### config.mk
export PLATFORM = sky130hd
export DESIGN_NAME = bsg_fifo_to_dfi
export DESIGN_NICKNAME = d
export VERILOG_FILES = /design/src/rtl/bsg_fifo_to_dfi.sv
export SDC_FILE = /design/constraint.sdc
export NUM_CORES = 1
export LEC_CHECK = 0
export CAP_MARGIN = 10
export CORE_ASPECT_RATIO = 1.25
export CORE_UTILIZATION = 36
export CTS_BUF_LIST = sky130_fd_sc_hd__clkbuf_4 sky130_fd_sc_hd__clkbuf_8
export DETAILED_ROUTE_END_ITERATION = 10
export GPL_ROUTABILITY_DRIVEN = 1
export PLACE_DENSITY = 0.78
export SLEW_MARGIN = 30
export SYNTH_ARGS = -nofsm -noshare
export SYNTH_HDL_FRONTEND = slang
export SYNTH_SLANG_ARGS = --single-unit
### constraint.sdc
create_clock -name clk_i -period 2.6 [get_ports clk_i]
set_input_delay 0.39 -clock clk_i [delete_from_list [all_inputs] [get_ports clk_i]]
set_output_delay 0.39 -clock clk_i [all_outputs]
set_load 0.01 [all_outputs]
### src/rtl/bsg_fifo_to_dfi.sv
// Command/write FIFO drain onto DFI, plus DFI read return into a read FIFO.
// Pops/pushes are combinational in the phase-0 cycle; DFI outputs register on the edge ending phase 0 and hold one slot.
// Read FIFO not-ready drops data and flags error_o; 255 outstanding reads stall further read commands.
// Optional macro BSG_FIFO_TO_DFI_STICKY_ERROR_EN: error_o holds until reset instead of pulsing.
module bsg_fifo_to_dfi #(
  parameter int clk_ratio_p     = 4,
  parameter int dq_data_width_p = 16,
  parameter int rd_en_delay_p   = 0
) (
  input  logic                                         clk_i,
  input  logic                                         reset_i,
  input  logic                                         cmd_v_i,
  input  logic [25:0]                                  cmd_data_i,
  output logic                                         cmd_yumi_o,
  input  logic                                         wr_v_i,
  input  logic [2*dq_data_width_p+2*(dq_data_width_p>>3)-1:0] wr_data_i,
  output logic                                         wr_yumi_o,
  output logic                                         rd_v_o,
  output logic [2*dq_data_width_p-1:0]                 rd_data_o,
  input  logic                                         rd_ready_i,
  output logic [2:0]                                   dfi_bank_o,
  output logic [15:0]                                  dfi_address_o,
  output logic                                         dfi_cke_o,
  output logic                                         dfi_cs_n_o,
  output logic                                         dfi_ras_n_o,
  output logic                                         dfi_cas_n_o,
  output logic                                         dfi_we_n_o,
  output logic                                         dfi_reset_n_o,
  output logic                                         dfi_odt_o,
  output logic                                         dfi_wrdata_en_o,
  output logic [2*dq_data_width_p-1:0]                 dfi_wrdata_o,
  output logic [2*(dq_data_width_p>>3)-1:0]            dfi_wrdata_mask_o,
  output logic                                         dfi_rddata_en_o,
  input  logic [2*dq_data_width_p-1:0]                 dfi_rddata_i,
  input  logic                                         dfi_rddata_valid_i,
  output logic                                         error_o
);

  localparam int dq_group_lp = dq_data_width_p >> 3;
  localparam int wd_lp       = 2 * dq_data_width_p;
  localparam int mw_lp       = 2 * dq_group_lp;

  logic [7:0] phase_r;
  logic       phase0;
  logic [7:0] outstanding_r;
  logic       cmd_is_rd;
  logic       stall;
  logic       rd_pop;
  logic       rd_en_next;
  logic       err_event;

  assign phase0 = (phase_r == 8'd0);

  // Read command: cs_n=0, ras_n=1, cas_n=0, we_n=1 (bits 5..2 of the command word)
  assign cmd_is_rd = ~cmd_data_i[5] & cmd_data_i[4] & ~cmd_data_i[3] & cmd_data_i[2];
  assign stall     = (outstanding_r == 8'hFF) & cmd_is_rd;

  assign cmd_yumi_o = phase0 & ~reset_i & cmd_v_i & ~stall;
  assign wr_yumi_o  = phase0 & ~reset_i & wr_v_i;
  assign rd_v_o     = phase0 & ~reset_i & dfi_rddata_valid_i;
  assign rd_data_o  = dfi_rddata_i;
  assign rd_pop     = cmd_yumi_o & cmd_is_rd;

  // A returned slot is an error if the read FIFO cannot take it or no read was outstanding
  assign err_event  = rd_v_o & (~rd_ready_i | (outstanding_r == 8'd0));

  // Phase counter wraps every clk_ratio_p cycles (stays 0 when the ratio is 1)
  always_ff @(posedge clk_i) begin
    if (reset_i || phase_r == 8'(clk_ratio_p - 1))
      phase_r <= 8'd0;
    else
      phase_r <= phase_r + 8'd1;
  end

  // Command slot: load on pop, otherwise NOP with cke/reset_n/odt/bank/address held
  always_ff @(posedge clk_i) begin
    if (reset_i) begin
      dfi_bank_o    <= 3'd0;
      dfi_address_o <= 16'd0;
      dfi_cke_o     <= 1'b0;
      dfi_cs_n_o    <= 1'b1;
      dfi_ras_n_o   <= 1'b1;
      dfi_cas_n_o   <= 1'b1;
      dfi_we_n_o    <= 1'b1;
      dfi_reset_n_o <= 1'b0;
      dfi_odt_o     <= 1'b0;
    end else if (cmd_yumi_o) begin
      {dfi_bank_o, dfi_address_o, dfi_cke_o, dfi_cs_n_o, dfi_ras_n_o,
       dfi_cas_n_o, dfi_we_n_o, dfi_reset_n_o, dfi_odt_o} <= cmd_data_i;
    end else if (phase0) begin
      dfi_cs_n_o  <= 1'b1;
      dfi_ras_n_o <= 1'b1;
      dfi_cas_n_o <= 1'b1;
      dfi_we_n_o  <= 1'b1;
    end
  end

  // Write slot: enable follows the pop; data and mask hold between writes
  always_ff @(posedge clk_i) begin
    if (reset_i) begin
      dfi_wrdata_en_o   <= 1'b0;
      dfi_wrdata_o      <= '0;
      dfi_wrdata_mask_o <= '0;
    end else if (phase0) begin
      dfi_wrdata_en_o <= wr_yumi_o;
      if (wr_yumi_o) begin
        dfi_wrdata_o      <= wr_data_i[wd_lp+mw_lp-1:mw_lp];
        dfi_wrdata_mask_o <= wr_data_i[mw_lp-1:0];
      end
    end
  end

  generate
    if (rd_en_delay_p == 0) begin : g_no_delay
      assign rd_en_next = rd_pop;
    end else begin : g_delay
      logic [rd_en_delay_p-1:0] rd_sr_r;
      // Slot-granular shift register carrying read pops toward the read-enable slot
      always_ff @(posedge clk_i) begin
        if (reset_i) begin
          rd_sr_r <= '0;
        end else if (phase0) begin
          rd_sr_r[0] <= rd_pop;
          for (int i = 1; i < rd_en_delay_p; i++)
            rd_sr_r[i] <= rd_sr_r[i-1];
        end
      end
      assign rd_en_next = rd_sr_r[rd_en_delay_p-1];
    end
  endgenerate

  // Read-enable output, updated once per slot
  always_ff @(posedge clk_i) begin
    if (reset_i)
      dfi_rddata_en_o <= 1'b0;
    else if (phase0)
      dfi_rddata_en_o <= rd_en_next;
  end

  // Outstanding reads: +1 per read pop, -1 per returned slot, floor at 0
  always_ff @(posedge clk_i) begin
    if (reset_i)
      outstanding_r <= 8'd0;
    else if (rd_pop && !rd_v_o)
      outstanding_r <= outstanding_r + 8'd1;
    else if (!rd_pop && rd_v_o && outstanding_r != 8'd0)
      outstanding_r <= outstanding_r - 8'd1;
  end

  // Error flag: one-cycle pulse, or sticky until reset when the macro is defined
  always_ff @(posedge clk_i) begin
    if (reset_i)
      error_o <= 1'b0;
    else
`ifdef BSG_FIFO_TO_DFI_STICKY_ERROR_EN
      error_o <= error_o | err_event;
`else
      error_o <= err_event;
`endif
  end

endmodule

== After elaboration in Yosys (flattened, before gate mapping) ==
Cells that the tools add are included.

* Add/sub/neg operators: 3
* $lt $le $gt $ge: 0
* Equal/unequal tests: 2
* Reduce and logical (&&, ||, !) cells: 12
* Muxes and demuxes: 7
* Divide/modulo/power cells: 0
* Multipliers: 0
* Shift operators: 0
* Bitwise operators: 17

{| class="wikitable"
|+ Operators with widths
! kind !! count
|-
| $add A8 B1 Y8 const B || 2
|-
| $logic_not A8 Y1 || 2
|-
| $mux W8 || 2
|-
| $and A1 B1 Y1 || 11
|-
| $eq A8 B2 Y1 const B || 1
|-
| $eq A8 B8 Y1 const B || 1
|-
| $reduce_bool A8 Y1 || 1
|-
| $sub A8 B1 Y8 const B || 1
|-
| $mux W1 || 5
|-
| $not A1 Y1 || 5
|-
| $reduce_bool A2 Y1 || 2
|-
| $logic_and A1 B1 Y1 || 3
|-
| $logic_not A1 Y1 || 2
|-
| $reduce_and A2 Y1 || 1
|-
| $logic_or A1 B1 Y1 || 1
|-
| $or A1 B1 Y1 || 1
|}

* Bits of input ports: 100
* Latch bits: 0
* Memory bits (read-only): 0
* Memories: 0
* Word-level logic and storage cells: 57
* Output and inout bits: 100
* Bits in registers: 81
* RAM bits: 0

== Longest topological paths before layout ==
* Depth in word-level cells: 13
* Depth in mapped cells: 10
* Gate-level depth less buffers: 10

== Worst setup path before layout ==
OpenSTA, ideal clock, no wires.

* Kind: input to register
* From: input port cmd_data_i[5]
* To: register outstanding_r[6]
* Stages on the path: 9
* Path slack: -0.153 ns
* Arrival: 2.666 ns
* Required time: 2.513 ns
* Library setup time: 0.087 ns
* Path buffers: 0
* Cell sequence: nor4bb_1 > o211ai_2 > or4_1 > fa_1 > a211oi_1 > o21bai_1 > a21oi_1 > xor2_1 > o31ai_1

* Cells in the longest elaborated chain, start to end: 12
* Elaborated cells on any way between the ends: 14
* Classes of those cells: mux: 1; bitwise: 8; reduce/logical: 5

{| class="wikitable"
|+ RTL lines
! what !! line !! RTL
|-
| start, declared || 13 || <nowiki>input logic [25:0] cmd_data_i,</nowiki>
|-
| $not A1 Y1 * || 55 || <nowiki>assign cmd_is_rd = ~cmd_data_i[5] & cmd_data_i[4] & ~cmd_data_i[3] & cmd_data_i[2];</nowiki>
|-
| $and A1 B1 Y1 * (3 in a row) || 55 ||
|-
| $and A1 B1 Y1 || 56 || <nowiki>assign stall = (outstanding_r == 8'hFF) & cmd_is_rd;</nowiki>
|-
| $not A1 Y1 || 58 || <nowiki>assign cmd_yumi_o = phase0 & ~reset_i & cmd_v_i & ~stall;</nowiki>
|-
| $and A1 B1 Y1 || 58 ||
|-
| $and A1 B1 Y1 * || 62 || <nowiki>assign rd_pop = cmd_yumi_o & cmd_is_rd;</nowiki>
|-
| $logic_not A1 Y1 || 146 || <nowiki>else if (!rd_pop && rd_v_o && outstanding_r != 8'd0)</nowiki>
|-
| $logic_and A1 B1 Y1 (2 in a row) || 146 ||
|-
| $reduce_bool A2 Y1 (no line) || - ||
|-
| end signal, assigned || 145 || <nowiki>outstanding_r <= outstanding_r + 8'd1;</nowiki>
|-
| end signal, assigned || 147 || <nowiki>outstanding_r <= outstanding_r - 8'd1;</nowiki>
|-
| end, declared || 45 || <nowiki>logic [7:0] outstanding_r;</nowiki>
|}

Mark *: on every way between the ends. The rest lies on a longest branch, timed or not.
A chain may end at the register's enable or synchronous reset.

== Worst setup path after layout ==
* From: register phase_r[3]
* To: register outstanding_r[6]

* Cells in the longest elaborated chain, start to end: 9
* Elaborated cells on any way between the ends: 13
* Classes of those cells: mux: 1; bitwise: 5; reduce/logical: 7

{| class="wikitable"
|+ RTL lines
! what !! line !! RTL
|-
| start, declared || 43 || <nowiki>logic [7:0] phase_r;</nowiki>
|-
| start signal, assigned || 72 || <nowiki>phase_r <= phase_r + 8'd1;</nowiki>
|-
| $logic_not A8 Y1 * || 52 || <nowiki>assign phase0 = (phase_r == 8'd0);</nowiki>
|-
| $and A1 B1 Y1 * || 58, 60 ||
|-
| $and A1 B1 Y1 (2 in a row) || 58 ||
|-
| $and A1 B1 Y1 || 62 ||
|-
| $logic_not A1 Y1 || 146 ||
|-
| $logic_and A1 B1 Y1 (2 in a row) || 146 ||
|-
| $reduce_bool A2 Y1 (no line) || - ||
|}

Marks and branches as above.

==> flow_summary.toml <==
[routing]
drt-total-wl_um = 9240
wl_per_cell_um = 13.5
vias = 3321
met2WireLength_um = 4530
met3_length_um = 629
drt_iter0_drc = 124
dr.pass1.iters = 5
wl_met1_um = 3880
top_layer_used = "met4"
ant_nets = 0
drc_errors = 0
drt-vias-per-instance = 4.84

[global_routing]
first_global_vias = 3183
grt_max_degree = 73
grt_usage_pct = 17.6
grt_pass1_wl_um = 14700
antenna_found_initial = 0
gr-total-overflow = 0

[placement]
pre_cts_ws_ps = -613
dpl.hpwl_um = 6710
portBuffers = 135
place_congestion = 0.772

[final_layout]
utilization_pct = 55.1
regArea_um2 = 1620
nets = 665
nFillCells = 910
diodes = 0
layout-drive-gt1-share_pct = 11.8
multi_input_area_um2 = 1750
area_delta_synth_final_pct = 46.7

[logic_synthesis]
synth-xor-area-share_pct = 2.87
synthDistinctLibCells = 46
yosysWarnings = 0
synthSimpleGateAreaFrac_pct = 24.3
synthMuxAreaShare_pct = 1.98
synth_seq_area_share_pct = 44.3
synth-edff-count = 0
async_flop_share_pct = 0
synth_fa_ha_area_share_pct = 3.28
synth_compound_area_share_pct = 13.8
synthesis.nets = 540
synth_top_area_share_pct = 44.3
synth_common_cells = "nand2_1 (83), dfxtp_1 (81), nand2b_1 (36)"
synth_top_cell_by_area = "dfxtp_1"
netlist_area_um2 = 3660
synth-seq-cells = 81
synth_area_leaders = "dfxtp_1 (44%), nand2_1 (8.5%), buf_4 (6.6%), nand2b_1 (6.1%), o21ai_0 (4.4%)"
synth_area_per_cell_um2 = 8.50
synth_top_family_by_area = "simple AND/OR/NAND/NOR gates"
yosys_most_used_dff = "dfxtp_1"
syn_inst = 431
yosysMostFrequentCell = "nand2_1"

[power_and_ir_drop]
peakVddDrop_mv = 0.373
power_density_nw_per_um2 = 769
p_leak_nw = 2.11

[worst_setup_path]
timing.rr.end = "outstanding_r[6]"
arrival_ps = 2790
cp.buffers_inverters = 0
end_kind = "flop"
worst-path-stages = 9
cp_max_fo = 7
reg2reg_from = "phase_r[3]"
worst_setup_path_start_kind = "flop"
cp_slowest_stage_delay_ps = 500
ff2ff_setup_slack_ps = 40
critPathRequiredTime_ps = 2830
path_delay_family = "simple AND/OR/NAND/NOR gates"
crit_start = "phase_r[3]"
reg2reg_depth = 9
crit_slowest_cell = "or4_4"
worstSetupPathType = "flop to flop"
cp_cell_sequence = "nor4_4, nand3_2, or4_4, fa_2, a211oi_2, o21bai_1, a21oi_1, xor2_1, o31ai_1"
endpoint = "outstanding_r[6]"

[timing]
tightestPinTransition_ps = 597
setup_viol_count_final = 0
drv_slew = 0
fin_ws_ps = 41.6
hold_violations = 0
rsz0062_at_grt = "true"
period_needed_ps = 2560
fmax_mhz = 391
period_share_pct = 98.4
clock_skew_ps = 8.42
maxSlewHeadroom_pct = 60.2

[die]
ioPinCount = 200
core-area_um2 = 9760
dieArea_um2 = 10600
die_h_um = 115
dieWidth_um = 92.2
initial_utilization_pct = 37.5
rows = 40

[flow_run]
max_cap_viol_count = 0

[clock_network]
clock-sinks = 81
ctsRootBufferMaster = "clkbuf_8"
path_clk_slew_ps = 80
tritoncts = "yes"
clk_latency_ps = 350
h-tree-depth = 3
ctsHoldBuffers = 0
clockBufferDepth = 2
cts_buffers = 9

[worst_hold_path]
hold_class = "flop to flop"

[outcome]
status = "finished, final reports clean"
[cell usage in the layout (no fill, tap or decap), drive strengths merged, types with 3 or more instances in the layout]
master and instances:
dlygate4sd2 5, dfxtp 81, nand2b 36, xor2 9, clkdlybuf4s50 127, a211oi 3, mux2i 6, bufinv 3
o21bai 6, nand3 7, nor4 3, nor2 26, o21ai 39, ha 8, inv 4, a21oi 28
xnor2 3, and3 4, nand2 83, o211ai 3, buf 34, clkbuf 10, nor3b 4
[timing repair]
item | 4_1_cts | 5_1_grt
resized for setup | 12 | 3
pin swaps | 11 | 4
setup buffers | 3 | 0
gates cloned | 0 | 0
endpoints found under the setup margin | 6 | 7
[cell type report]
class                      instances  share of cell area, %
clock buffer                      10                   2.45
clock inverter                     5                   1.93
inverter                           3                  0.210
multi-input combinational        293                   32.5
sequential                        81                   30.2
tap                              126                   2.93
timing repair buffer             168                   29.8
[power by group]
part | total [mW] | switching, mW | internal, mW
Clock | 1.09 | 0.444 | 0.645
Sequential | 1.48 | 0.0951 | 1.39
Combinational | 1.56 | 0.735 | 0.820
[metal layers]
layer	vias to the layer above	global-route usage [%]
met4	0	7.29
met1	1535	20.0
met5	-	0
li1	1652	-
met3	19	5.16
met2	115	30.9
[tightest hold or removal path: cells and delay by family (launching register included)]
kind            cells  cell delay [ps]
compound gates      1               50
flops               1              310
simple gates        1               50
[flip-flops by register name (all words and copies together), names as in the netlist, 3 cells and up]
register and flops:
dfi_bank_o 3, dfi_wrdata_mask_o 4, phase_r 8, outstanding_r 8
dfi_wrdata_o 32, dfi_address_o 16
[worst min-delay path by stage]
stage	cells after the start	slack, ps	start	to
2_1_floorplan	1	450	phase_r[0]	phase_r[0]
3_3_place_gp	2	440	dfi_address_o[5]	dfi_address_o[5]
3_5_place_dp	2	450	dfi_address_o[14]	dfi_address_o[14]
4_1_cts	2	460	dfi_address_o[14]	dfi_address_o[14]
5_1_grt	2	480	dfi_address_o[9]	dfi_address_o[9]
6_report	2	460	dfi_address_o[14]	dfi_address_o[14]
[logic make-up (layout without fill, tap and decap cells)]
logic type               count (synthesis)  in the layout
AND/OR/NAND/NOR                        178            178
flip-flops                              81             81
AO/OA/AOI/OAI                           88             88
XOR/XNOR                                12             12
buffers and inverters                   57            186
adder cells (fa/ha/maj)                  9              9
multiplexers                             6              6
[per-stage QoR]
step	setup TNS, ps	hold slack (ps)	instance area [µm²]	instances	power (mW)
floorplan	-57.3	449	3700	431	2.45
global placement	-2540	442	5090	668	2.94
detailed placement	-3040	448	5090	668	2.98
CTS	-110	460	5360	686	4.14
global route	-156	480	5370	686	4.39
finish	0	456	5370	686	4.13
Power figures use the tool's default switching activity.
